===== src/rtl/drum_pkg.sv =====
// Shared types, saturation limits and the gain/saturate helper for the drum
// mesh audio bridge.
package drum_pkg;

    typedef logic signed [17:0] node_t;
    typedef logic signed [15:0] audio_t;

    localparam node_t NODE_MAX = 18'sh1FFFF;
    localparam node_t NODE_MIN = -18'sh20000;

    typedef enum logic [1:0] {
        IDLE  = 2'd0,
        COUNT = 2'd1,
        FIRE  = 2'd2,
        HOLD  = 2'd3
    } strike_state_t;

    // Shift into a 22-bit headroom word (shift <= 4) and clamp to node range.
    function automatic node_t sat_gain(input node_t n, input int unsigned sh);
        logic signed [21:0] wide;
        wide = {{4{n[17]}}, n};
        wide = wide <<< sh;
        if (wide > 22'sh01FFFF) begin
            return NODE_MAX;
        end else if (wide < -22'sh020000) begin
            return NODE_MIN;
        end else begin
            return node_t'(wide[17:0]);
        end
    endfunction

endpackage


===== src/rtl/drum_audio_bridge_if.sv =====
// Mesh-sample input and audio valid/ready stream of the drum audio bridge.
interface drum_audio_bridge_if;
    import drum_pkg::*;

    node_t  node_in;
    logic   node_valid;
    audio_t audio_data;
    logic   audio_valid;
    logic   audio_ready;

    modport master (
        input  node_in,
        input  node_valid,
        input  audio_ready,
        output audio_data,
        output audio_valid
    );

    modport slave (
        output node_in,
        output node_valid,
        output audio_ready,
        input  audio_data,
        input  audio_valid
    );

endinterface


===== src/rtl/drum_sample_fifo.sv =====
// First-word-fall-through sample FIFO with a registered head output over a
// block-RAM style memory (reads never target the address being written).
module drum_sample_fifo #(
    parameter int unsigned WIDTH = 16,
    parameter int unsigned DEPTH = 8
) (
    input  logic                     clk,
    input  logic                     rst,
    input  logic                     push,
    input  logic                     pop,
    input  logic [WIDTH-1:0]         din,
    output logic [WIDTH-1:0]         dout,
    output logic                     empty,
    output logic                     full,
    output logic [$clog2(DEPTH):0]   count
);

    localparam int unsigned AW = $clog2(DEPTH);

    (* ramstyle = "no_rw_check" *) logic [WIDTH-1:0] mem_r [DEPTH];

    logic [AW-1:0]  wr_ptr_r;
    logic [AW-1:0]  rd_ptr_r;
    logic [AW-1:0]  rd_next_s;
    logic [AW:0]    count_r;
    logic [AW:0]    count_s;
    logic [WIDTH-1:0] dout_r;
    logic           empty_r;
    logic           full_r;
    logic           pop_ok_s;
    logic           push_ok_s;
    logic           bypass_s;

    // Handshake qualification, next read pointer and next occupancy.
    always_comb begin
        pop_ok_s  = pop && !empty_r;
        push_ok_s = push && (!full_r || pop_ok_s);
        rd_next_s = rd_ptr_r + AW'(pop_ok_s);
        // New word becomes the head when the FIFO is empty after this pop.
        bypass_s  = push_ok_s && (count_r == (AW+1)'(pop_ok_s));
        case ({push_ok_s, pop_ok_s})
            2'b10:   count_s = count_r + (AW+1)'(1);
            2'b01:   count_s = count_r - (AW+1)'(1);
            default: count_s = count_r;
        endcase
    end

    // Sample storage write port.
    always_ff @(posedge clk) begin
        if (push_ok_s) begin
            mem_r[wr_ptr_r] <= din;
        end
    end

    // Pointers, occupancy flags and the registered head word.
    always_ff @(posedge clk) begin
        if (!rst) begin
            wr_ptr_r <= AW'(0);
            rd_ptr_r <= AW'(0);
            count_r  <= (AW+1)'(0);
            empty_r  <= 1'b1;
            full_r   <= 1'b0;
            dout_r   <= WIDTH'(0);
        end else begin
            wr_ptr_r <= wr_ptr_r + AW'(push_ok_s);
            rd_ptr_r <= rd_next_s;
            count_r  <= count_s;
            empty_r  <= (count_s == (AW+1)'(0));
            full_r   <= (count_s == (AW+1)'(DEPTH));
            if (bypass_s) begin
                dout_r <= din;
            end else if (count_s != (AW+1)'(0)) begin
                dout_r <= mem_r[rd_next_s];
            end
        end
    end

    assign dout  = dout_r;
    assign empty = empty_r;
    assign full  = full_r;
    assign count = count_r;

endmodule


===== src/rtl/drum_audio_bridge.sv =====
// Captures the drum mesh centre node once per timestep, applies saturating gain,
// queues 16-bit audio for the codec stream and generates the mesh strike pulse.
module drum_audio_bridge
    import drum_pkg::*;
#(
    parameter int unsigned DATA_W        = 18,
    parameter int unsigned AUDIO_W       = 16,
    parameter int unsigned FIFO_DEPTH    = 8,
    parameter int unsigned GAIN_SHIFT    = 2,
    parameter int unsigned STRIKE_PERIOD = 48000
) (
    input  logic                clk,
    input  logic                rst,
    drum_audio_bridge_if.master bus,
    input  logic                strike_en,
    input  logic                strike_req,
    output logic                shoot,
    output logic [15:0]         drop_count
);

    localparam int unsigned CW    = $clog2(FIFO_DEPTH) + 1;
    localparam int unsigned CNT_W = $clog2(STRIKE_PERIOD);

    node_t              s1_r;
    logic               s1_valid_r;
    logic [AUDIO_W-1:0] sample_s;
    logic               pop_s;
    logic               accept_s;
    logic               drop_s;
    logic [15:0]        drop_count_r;
    logic [AUDIO_W-1:0] fifo_dout_s;
    logic               fifo_empty_s;
    logic               fifo_full_s;
    logic [CW-1:0]      fifo_count_s;

    strike_state_t      state_r;
    strike_state_t      state_s;
    logic [CNT_W-1:0]   cnt_r;
    logic [CNT_W-1:0]   cnt_s;
    logic               shoot_r;

    // Gain stage: one saturated node sample per completed timestep.
    always_ff @(posedge clk) begin
        if (!rst) begin
            s1_r       <= 18'sh00000;
            s1_valid_r <= 1'b0;
        end else begin
            s1_valid_r <= bus.node_valid;
            if (bus.node_valid) begin
                s1_r <= sat_gain(bus.node_in, GAIN_SHIFT);
            end
        end
    end

    assign sample_s = s1_r[DATA_W-1 -: AUDIO_W];
    assign pop_s    = !fifo_empty_s && bus.audio_ready;
    // A full FIFO still takes the sample if the sink drains a word this cycle.
    assign accept_s = s1_valid_r && ((fifo_count_s < CW'(FIFO_DEPTH)) || pop_s);
    assign drop_s   = s1_valid_r && fifo_full_s && !pop_s;

    drum_sample_fifo #(
        .WIDTH (AUDIO_W),
        .DEPTH (FIFO_DEPTH)
    ) u_fifo (
        .clk   (clk),
        .rst   (rst),
        .push  (accept_s),
        .pop   (pop_s),
        .din   (sample_s),
        .dout  (fifo_dout_s),
        .empty (fifo_empty_s),
        .full  (fifo_full_s),
        .count (fifo_count_s)
    );

    // Saturating count of samples lost to a full FIFO.
    always_ff @(posedge clk) begin
        if (!rst) begin
            drop_count_r <= 16'h0000;
        end else if (drop_s && (drop_count_r != 16'hFFFF)) begin
            drop_count_r <= drop_count_r + 16'h0001;
        end
    end

    // Strike sequencing: count accepted timesteps or honour a manual request.
    always_comb begin
        state_s = state_r;
        cnt_s   = cnt_r;
        case (state_r)
            IDLE: begin
                cnt_s = CNT_W'(0);
                if (strike_req) begin
                    state_s = FIRE;
                end else if (strike_en) begin
                    state_s = COUNT;
                end else begin
                    state_s = IDLE;
                end
            end
            COUNT: begin
                if (strike_req) begin
                    state_s = FIRE;
                    cnt_s   = CNT_W'(0);
                end else if (bus.node_valid && (cnt_r == CNT_W'(STRIKE_PERIOD - 1))) begin
                    state_s = FIRE;
                    cnt_s   = CNT_W'(0);
                end else if (!strike_en) begin
                    state_s = IDLE;
                    cnt_s   = CNT_W'(0);
                end else if (bus.node_valid) begin
                    cnt_s = cnt_r + CNT_W'(1);
                end else begin
                    cnt_s = cnt_r;
                end
            end
            FIRE: begin
                state_s = HOLD;
                cnt_s   = CNT_W'(0);
            end
            HOLD: begin
                // The timestep that releases HOLD is the first of the next period.
                if (bus.node_valid) begin
                    if (strike_en) begin
                        state_s = COUNT;
                        cnt_s   = CNT_W'(1);
                    end else begin
                        state_s = IDLE;
                        cnt_s   = CNT_W'(0);
                    end
                end else begin
                    state_s = HOLD;
                end
            end
            default: begin
                state_s = IDLE;
                cnt_s   = CNT_W'(0);
            end
        endcase
    end

    // Strike state, period counter and registered shoot pulse.
    always_ff @(posedge clk) begin
        if (!rst) begin
            state_r <= IDLE;
            cnt_r   <= CNT_W'(0);
            shoot_r <= 1'b0;
        end else begin
            state_r <= state_s;
            cnt_r   <= cnt_s;
            shoot_r <= (state_s == FIRE);
        end
    end

    assign bus.audio_data  = audio_t'(fifo_dout_s);
    assign bus.audio_valid = !fifo_empty_s;
    assign shoot           = shoot_r;
    assign drop_count      = drop_count_r;

endmodule


===== src/flat_wrapper.sv =====
// flat-port wrapper written by rule: the top's interface ports become plain ports
module drum_audio_bridge_flat import drum_pkg::*;
#(
    parameter int unsigned DATA_W        = 18,
    parameter int unsigned AUDIO_W       = 16,
    parameter int unsigned FIFO_DEPTH    = 8,
    parameter int unsigned GAIN_SHIFT    = 2,
    parameter int unsigned STRIKE_PERIOD = 48000
)
  (clk, rst, strike_en, strike_req, shoot, drop_count, bus_node_in, bus_node_valid, bus_audio_ready, bus_audio_data, bus_audio_valid);
  drum_audio_bridge_if bus_i ();
  input  logic clk;
  input  logic rst;
  input  logic strike_en;
  input  logic strike_req;
  output logic shoot;
  output logic [15:0] drop_count;
  input wire logic [$bits(bus_i.node_in)-1:0] bus_node_in;
  input wire logic [$bits(bus_i.node_valid)-1:0] bus_node_valid;
  input wire logic [$bits(bus_i.audio_ready)-1:0] bus_audio_ready;
  output wire logic [$bits(bus_i.audio_data)-1:0] bus_audio_data;
  output wire logic [$bits(bus_i.audio_valid)-1:0] bus_audio_valid;
  assign bus_i.node_in = bus_node_in;
  assign bus_i.node_valid = bus_node_valid;
  assign bus_i.audio_ready = bus_audio_ready;
  assign bus_audio_data = bus_i.audio_data;
  assign bus_audio_valid = bus_i.audio_valid;
  drum_audio_bridge #(.DATA_W(DATA_W), .AUDIO_W(AUDIO_W), .FIFO_DEPTH(FIFO_DEPTH), .GAIN_SHIFT(GAIN_SHIFT), .STRIKE_PERIOD(STRIKE_PERIOD)) u_core (.clk(clk), .rst(rst), .bus(bus_i), .strike_en(strike_en), .strike_req(strike_req), .shoot(shoot), .drop_count(drop_count));
endmodule

===== config.mk =====
export PLATFORM = sky130hd
export DESIGN_NAME = drum_audio_bridge_flat
export DESIGN_NICKNAME = d
export VERILOG_FILES = /design/src/rtl/drum_pkg.sv /design/src/rtl/drum_audio_bridge_if.sv /design/src/rtl/drum_sample_fifo.sv /design/src/rtl/drum_audio_bridge.sv /design/src/flat_wrapper.sv
export SDC_FILE = /design/constraint.sdc
export NUM_CORES = 1
export LEC_CHECK = 0
export CORE_ASPECT_RATIO = 0.8
export CORE_MARGIN = 4
export CORE_UTILIZATION = 55
export CTS_BUF_LIST = sky130_fd_sc_hd__clkbuf_4 sky130_fd_sc_hd__clkbuf_8
export CTS_CLUSTER_SIZE = 16
export DETAILED_ROUTE_END_ITERATION = 8
export PLACE_DENSITY = 0.78
export SLEW_MARGIN = 10
export SYNTH_ARGS = -nofsm -noshare
export SYNTH_HDL_FRONTEND = slang
export SYNTH_HIERARCHICAL = 1
export SYNTH_SLANG_ARGS = --single-unit

===== constraint.sdc =====
create_clock -name clk -period 3.8 [get_ports clk]
set_input_delay 0.57 -clock clk [delete_from_list [all_inputs] [get_ports clk]]
set_output_delay 0.57 -clock clk [all_outputs]
set_load 0.05 [all_outputs]

Word level (Yosys, flattened, before mapping)
Memories as Yosys holds them, arrays and structs flattened.
Index checks and enable logic that the tools add are counted.
{ "totals": {"ff_bits": 82, "mem_bits_rw": 128, "inputBits": 24, "out_inout_bits": 34, "mem_count": 1} }
{ "op_classes": {"addsub": 6, "n_lt_le_gt_ge": 3, "n_eq_ne": 12, "mux": 21, "reduce_logical": 20} }
{ "memory_table": {"columns": ["name", "words", "width", "rd", "rd_clocked_by_memory_dff", "write_ports", "line_no", "source"], "rows": [
  ["u_core.u_fifo.mem_r", 8, 16, 1, 0, 1, "drum_sample_fifo.sv:20", "(* ramstyle = \"no_rw_check\" *) logic [WIDTH-1:0] mem_r [DEPTH];"]
]} }
{ "ops": {"columns": ["op", "n"], "rows": [
  ["$mux 16", 7],
  ["$pmux 16 s3", 1],
  ["$mux 18", 2],
  ["$add 16x1->16 const B", 2],
  ["$gt 20x18->1 const B", 1],
  ["$lt 20x18->1 const B", 1],
  ["$eq 16x16->1 const B", 1],
  ["$ne 16x16->1 const B", 1],
  ["$mux 2", 5],
  ["$logic_and 1x1->1", 9],
  ["$eq 2x2->1 const B", 4],
  ["$pmux 2 s4", 1],
  ["$pmux 4 s2", 1],
  ["$add 3x1->3", 2],
  ["$ne 5x4->1 const B", 1],
  ["$add 4x1->4 const B", 1],
  ["$eq 2x1->1 const B", 2],
  ["$eq 4x1->1", 1],
  ["$eq 4x4->1 const B", 1],
  ["$logic_not 4->1", 1],
  ["$lt 4x4->1 const B", 1],
  ["$mux 1", 4],
  ["$reduce_bool 4->1", 1],
  ["$sub 4x1->4 const B", 1],
  ["other kinds (7)", 10]
]} }

Logic depth before layout (Yosys ltp)
{ "logic_depth": {"depth_word": 10, "depth_mapped": 14, "depth_no_buf": 13} }

Cells and area by module
The synthesis kept the hierarchy.
{ "modules_own_cells": {"columns": ["module", "n_inst", "cells_each", "area_per_inst_um2"], "rows": [
  ["drum_sample_fifo", 1, 339, 6198.4],
  ["drum_audio_bridge", 1, 290, 2583.7]
]} }

Least setup slack after synthesis
No wires, ideal clock.
{ "synth_path": {"kind": "input to register", "from": "input port bus_audio_ready", "to": "register u_core.u_fifo.dout_r[1], in the netlist u_core/u_fifo/dout[1]", "t_arrival_ps": 3683, "required_time_ps": 3683, "path_slack_ps": -1, "stages": 14, "path_buffers": 1, "path_cell_list": "nor2b_2 > nor2b_1 > nand2b_1 > nand2_1 > ha_1 > xor2_1 > ha_1 > a21oi_1 > mux2i_1 > mux2i_1 > o311a_2 > buf_6 > or3_1 > a32o_1"} }
{ "synth_between": {"elab_chain_len": 8, "word_cells_on_any_way": 17, "cone_classes": "1 x add/sub; 3 x eq/ne; 3 x mux; 9 x reduce/logical; 1 x memory"} }
{ "synth_lines": {"columns": ["element", "line_no", "source"], "rows": [
  ["start: declaration", "flat_wrapper.sv:20", "input wire logic [$bits(bus_i.audio_ready)-1:0] bus_audio_ready;"],
  ["$logic_and 1x1->1 *", "drum_audio_bridge.sv:56", "assign pop_s = !fifo_empty_s && bus.audio_ready;"],
  ["parallel branches: the longest is 7 deep, another holds $mem_v2 8x16", null, null],
  ["end signal: assignment", "drum_sample_fifo.sv:71", "dout_r <= din;"],
  ["end signal: assignment", "drum_sample_fifo.sv:73", "dout_r <= mem_r[rd_next_s];"],
  ["end: declaration", "drum_sample_fifo.sv:27", "logic [WIDTH-1:0] dout_r;"]
]} }
Every way passes the cells marked *. The select of a mux whose other input is x is not followed.
A chain may end at the register's enable or synchronous reset.

Worst setup path in the final report
{ "layout_path": {"from": "input port bus_audio_ready", "to": "register u_core.u_fifo.dout_r[15], in the netlist u_core/u_fifo/dout[15]"} }
{ "layout_between": {"elab_chain_len": 8, "word_cells_on_any_way": 17, "cone_classes": "1 x add/sub; 3 x eq/ne; 3 x mux; 9 x reduce/logical; 1 x memory"} }
{ "layout_lines": {"columns": ["element", "line_no", "source"], "rows": [
  ["$logic_and 1x1->1 *", "drum_audio_bridge.sv:56", null],
  ["named net u_core.pop_s", "drum_audio_bridge.sv:27", "logic pop_s;"],
  ["parallel branches: the longest is 7 deep, another holds $mem_v2 8x16", null, null]
]} }
Mark *: on every way through the listed nets, which the timed path passes. The select of a mux whose other input is x is not followed.

==> results by group <==
Outcome
  • Status: finished clean

Finish
  • Antenna fix cells: 0
  • Area grow syn2layout: 20.2%
  • Most frequent cells in the layout: 128 x edfxtp_1, 80 x dfxtp_1, 57 x clkdlybuf4s50_1
  • Commonest non-fill, non-tap cell in the layout: edfxtp_1
  • Layout fillers: 1,113
  • Final layout net count: about 760
  • Layout cells sized above 1: roughly 20%
  • Final Instance Count excl. Fillers: 965

Setup path
  • Crit Path Max Fanout: 33
  • Startpoint class of the critical path: primary input
  • WP data arrival: 3910 ps
  • Critical Path RT: about 4200 ps
  • Critical Path Sink Type: register
  • R2r setup slk: 480 ps
  • Crit Path Class: primary input to register

Clocking
  • Htree depth: 2
  • Num CTS Buffers: 35
  • Max Root-Sink Buffers: 3
  • Worst skew pair latency: just over 500 ps
  • Count of hold buffers inserted by post-cts repair: 0
  • Clock sinks: ~210
  • Reg clk slew, reported paths: 50 ps
  • Post-CTS Setup Bufs: 0
  • CTS tree: built
  • PostCTS Resize Cnt: 0
  • Root Buffer: clkbuf_8

STA
  • Hold Slack: 523 ps
  • Setup TNS: 0 ps
  • PnR worst setup slack: 265 ps
  • Layout Skew: between 20 and 25 ps
  • RSZ-0062 raised after global routing: no
  • Max Freq: 0.283 GHz
  • Fin crit share: between 90% and 100%
  • Final setup vio count: 0
  • Min Tclk post-route: around 3500 ps
  • Relative max-transition margin: about two fifths
  • Pins Over Slew Limit: 0
  • Slew at the pin closest to its max-slew limit: slightly above 900 ps
  • Hold Violations, Final: 0

Yosys
  • Leading area contributor after synthesis: edfxtp_1
  • Seq cells post-synth: roughly 210
  • Synth Instances: 629
  • Post-synth ARST share: 0%
  • Yosys warning count: 6
  • Area share of the leading cell type in the synthesized netlist: 43.8%
  • Synth top area cells: edfxtp_1 44%, dfxtp_1 18%, mux4_2 8.2%
  • Number of synthesized flops with an enable pin: 128
  • Syn_nets: approximately 660
  • Commonest register cell after synthesis: edfxtp_1
  • Syn_area_per_cell: 14.0 sq um
  • Seq/Total Area, Yosys: between 60% and 70%
  • Netlist cell types: 64
  • Syn Std Cell Area: around 9000 sq um

Floorplan
  • Die area: 18,100 sq um
  • Die Ht: 121 microns
  • IO Pins: 58
  • # rows: 41
  • Initial Util: a little under three fifths
  • Die width: 149 microns
  • Core area: 15,700 sq um

Run
  • MaxCap Viol Count: 0

Routing
  • Drc violations: 0
  • Total number of vias: around 5,700
  • Drt total wl: 19,000 microns
  • Routed len/inst: just under 20 microns
  • First drt pass iteration count: 5
  • Vias per cell: 5.92
  • Initial drt markers: 550
  • Remaining antenna violation count: 0

Global routing
  • Vias in the first global route: roughly 5,900
  • Initial antenna violation count: 0
  • Largest net degree at the start of global routing: 45
  • Global-route wire length before repair: 31,100 microns
  • Grt total ovfl: 0
  • GRT Total Usage: 21.7%

Pwr
  • VDD IR max: between 0.2 and 0.3 mV
  • Total Power: a little over 0.005 W
  • Pleak: ~3.6 nW
  • Cell area power density: just under 500 nW/um^2

Placed design
  • Placed insts: around 900
  • Count of buffers from port buffering: 57
  • Final RePlAce weighted congestion: around 0.87
  • Dpl ws: -206 ps
  • DP Wirelength: 12,100 microns

Hold path
  • Hold Crit Class: register to register
==> cell type report <==
class                           count  area [sq um]  area share (%)
Clock inverter                     11          82.6           0.782
Sequential cell                   208          5450            51.6
Clock buffer                       53           679            6.44
Inverter                           11          41.3           0.391
Timing Repair Buffer               86           838            7.94
Multi-Input combinational cell    381          3200            30.3
Tap cell                          215           269            2.55
==> per-layer routing <==
metal | part of all wire, % | up-vias | global-route usage (%)
met1 | 43 | 2813 | 31.2
li1 | - | 2638 | -
met3 | 7.5 | 28 | 4.18
met2 | 48 | 231 | 34.8
met4 | 1.4 | 0 | 5.15
met5 | 0 | - | 0
==> synthesized netlist by cell type (3+ instances only) <==
library cell and number:
xor2_1 6, nand4_1 9, or3_1 17, ha_1 9
a21oi_1 3, o31ai_1 5, nand2_1 20, buf_6 3
a21boi_0 5, nand3_1 18, xnor2_1 15, o21a_1 3
buf_2 4, and3_1 10, a32o_1 17, a31oi_1 6
clkbuf_1 18, a21boi_1 13, nor2_1 23, o21ai_2 3
and4_1 3, nand2b_1 24, buf_1 4, dfxtp_1 80
inv_1 11, o21ai_1 5, edfxtp_1 128, mux4_2 32
o21ai_0 39, nor3_1 10, nor2b_1 5, mux2i_1 20
or2_1 3, and2_1 20
==> metrics by stage <==
stage | utilization (%) | area [sq um]
final | 67.2 | 10600
after global placement | 62.4 | 9790
after detailed placement | 62.4 | 9790
after floorplan | - | 8780
after CTS | 67.2 | 10600
after global routing | 67.2 | 10600
==> worst paths after layout <==
| kind | start | endpoint | cells past startpoint |
|---|---|---|---|
| worst max-delay path | bus_audio_ready | u_core/u_fifo/dout[15] | 15 |
| worst min-delay path | u_core/drop_count[4] | u_core/drop_count[4] | 1 |
| worst max register to register | u_core/u_fifo/empty | u_core/u_fifo/dout[15] | 14 |
| worst min register to register | u_core/drop_count[4] | u_core/drop_count[4] | 1 |
==> sequential cells by signal, summed over array words and instances, names as in the netlist <==
| register | flops |
|---|---|
| u_core/shoot | 1 |
| u_core/state_r | 2 |
| u_core/u_fifo/wr_ptr_r | 3 |
| u_core/s1_valid_r | 1 |
| u_core/drop_count | 16 |
| u_core/cnt_r | 16 |
| u_core/u_fifo/full | 1 |
| u_core/u_fifo/count | 4 |
| u_core/s1_r | 16 |
| u_core/u_fifo/mem_r | 128 |
| u_core/u_fifo/empty | 1 |
| u_core/u_fifo/dout | 16 |
| u_core/u_fifo/rd_ptr_r | 3 |
==> power by group <==
| group | leakage, nW | total (W) | internal [W] | switching (W) |
|---|---|---|---|---|
| combinational | 1.37 | 0.000506 | 0.000218 | 0.000288 |
| clock | 0.403 | 0.00208 | 0.00122 | 0.000865 |
| sequential | 1.84 | 0.00252 | 0.00246 | 0.0000605 |
| total | 3.61 | 0.00511 | 0.00390 | 0.00121 |
==> worst max-delay path, stage by stage <==
cell and delay, ps:
clkdlybuf4s50_1 470, nor2b_2 150, nor2b_2 160, nand2b_1 110, nand2_1 70, ha_1 220
xor2_1 150, ha_1 190, a21oi_1 140, mux2i_1 380, mux2i_1 120, o311a_2 410
buf_12 170, or3_1 320, a32o_1 270
==> cells by family (layout without fill, tap and decap cells) <==
logic type                 after synthesis  after routing  synth area share [%]
xor gates and xnor gates                21             21                  2.09
AOI/OAI and AO/OA                      121            121                  10.2
muxes                                   52             52                  10.5
DFF                                    208            208                  62.0
adders and majority gates                9              9                  1.28
and+or+nand+nor                        178            178                  12.0
buffers and inverters                   40            161                  2.02
(Power assumes the default switching activity.)
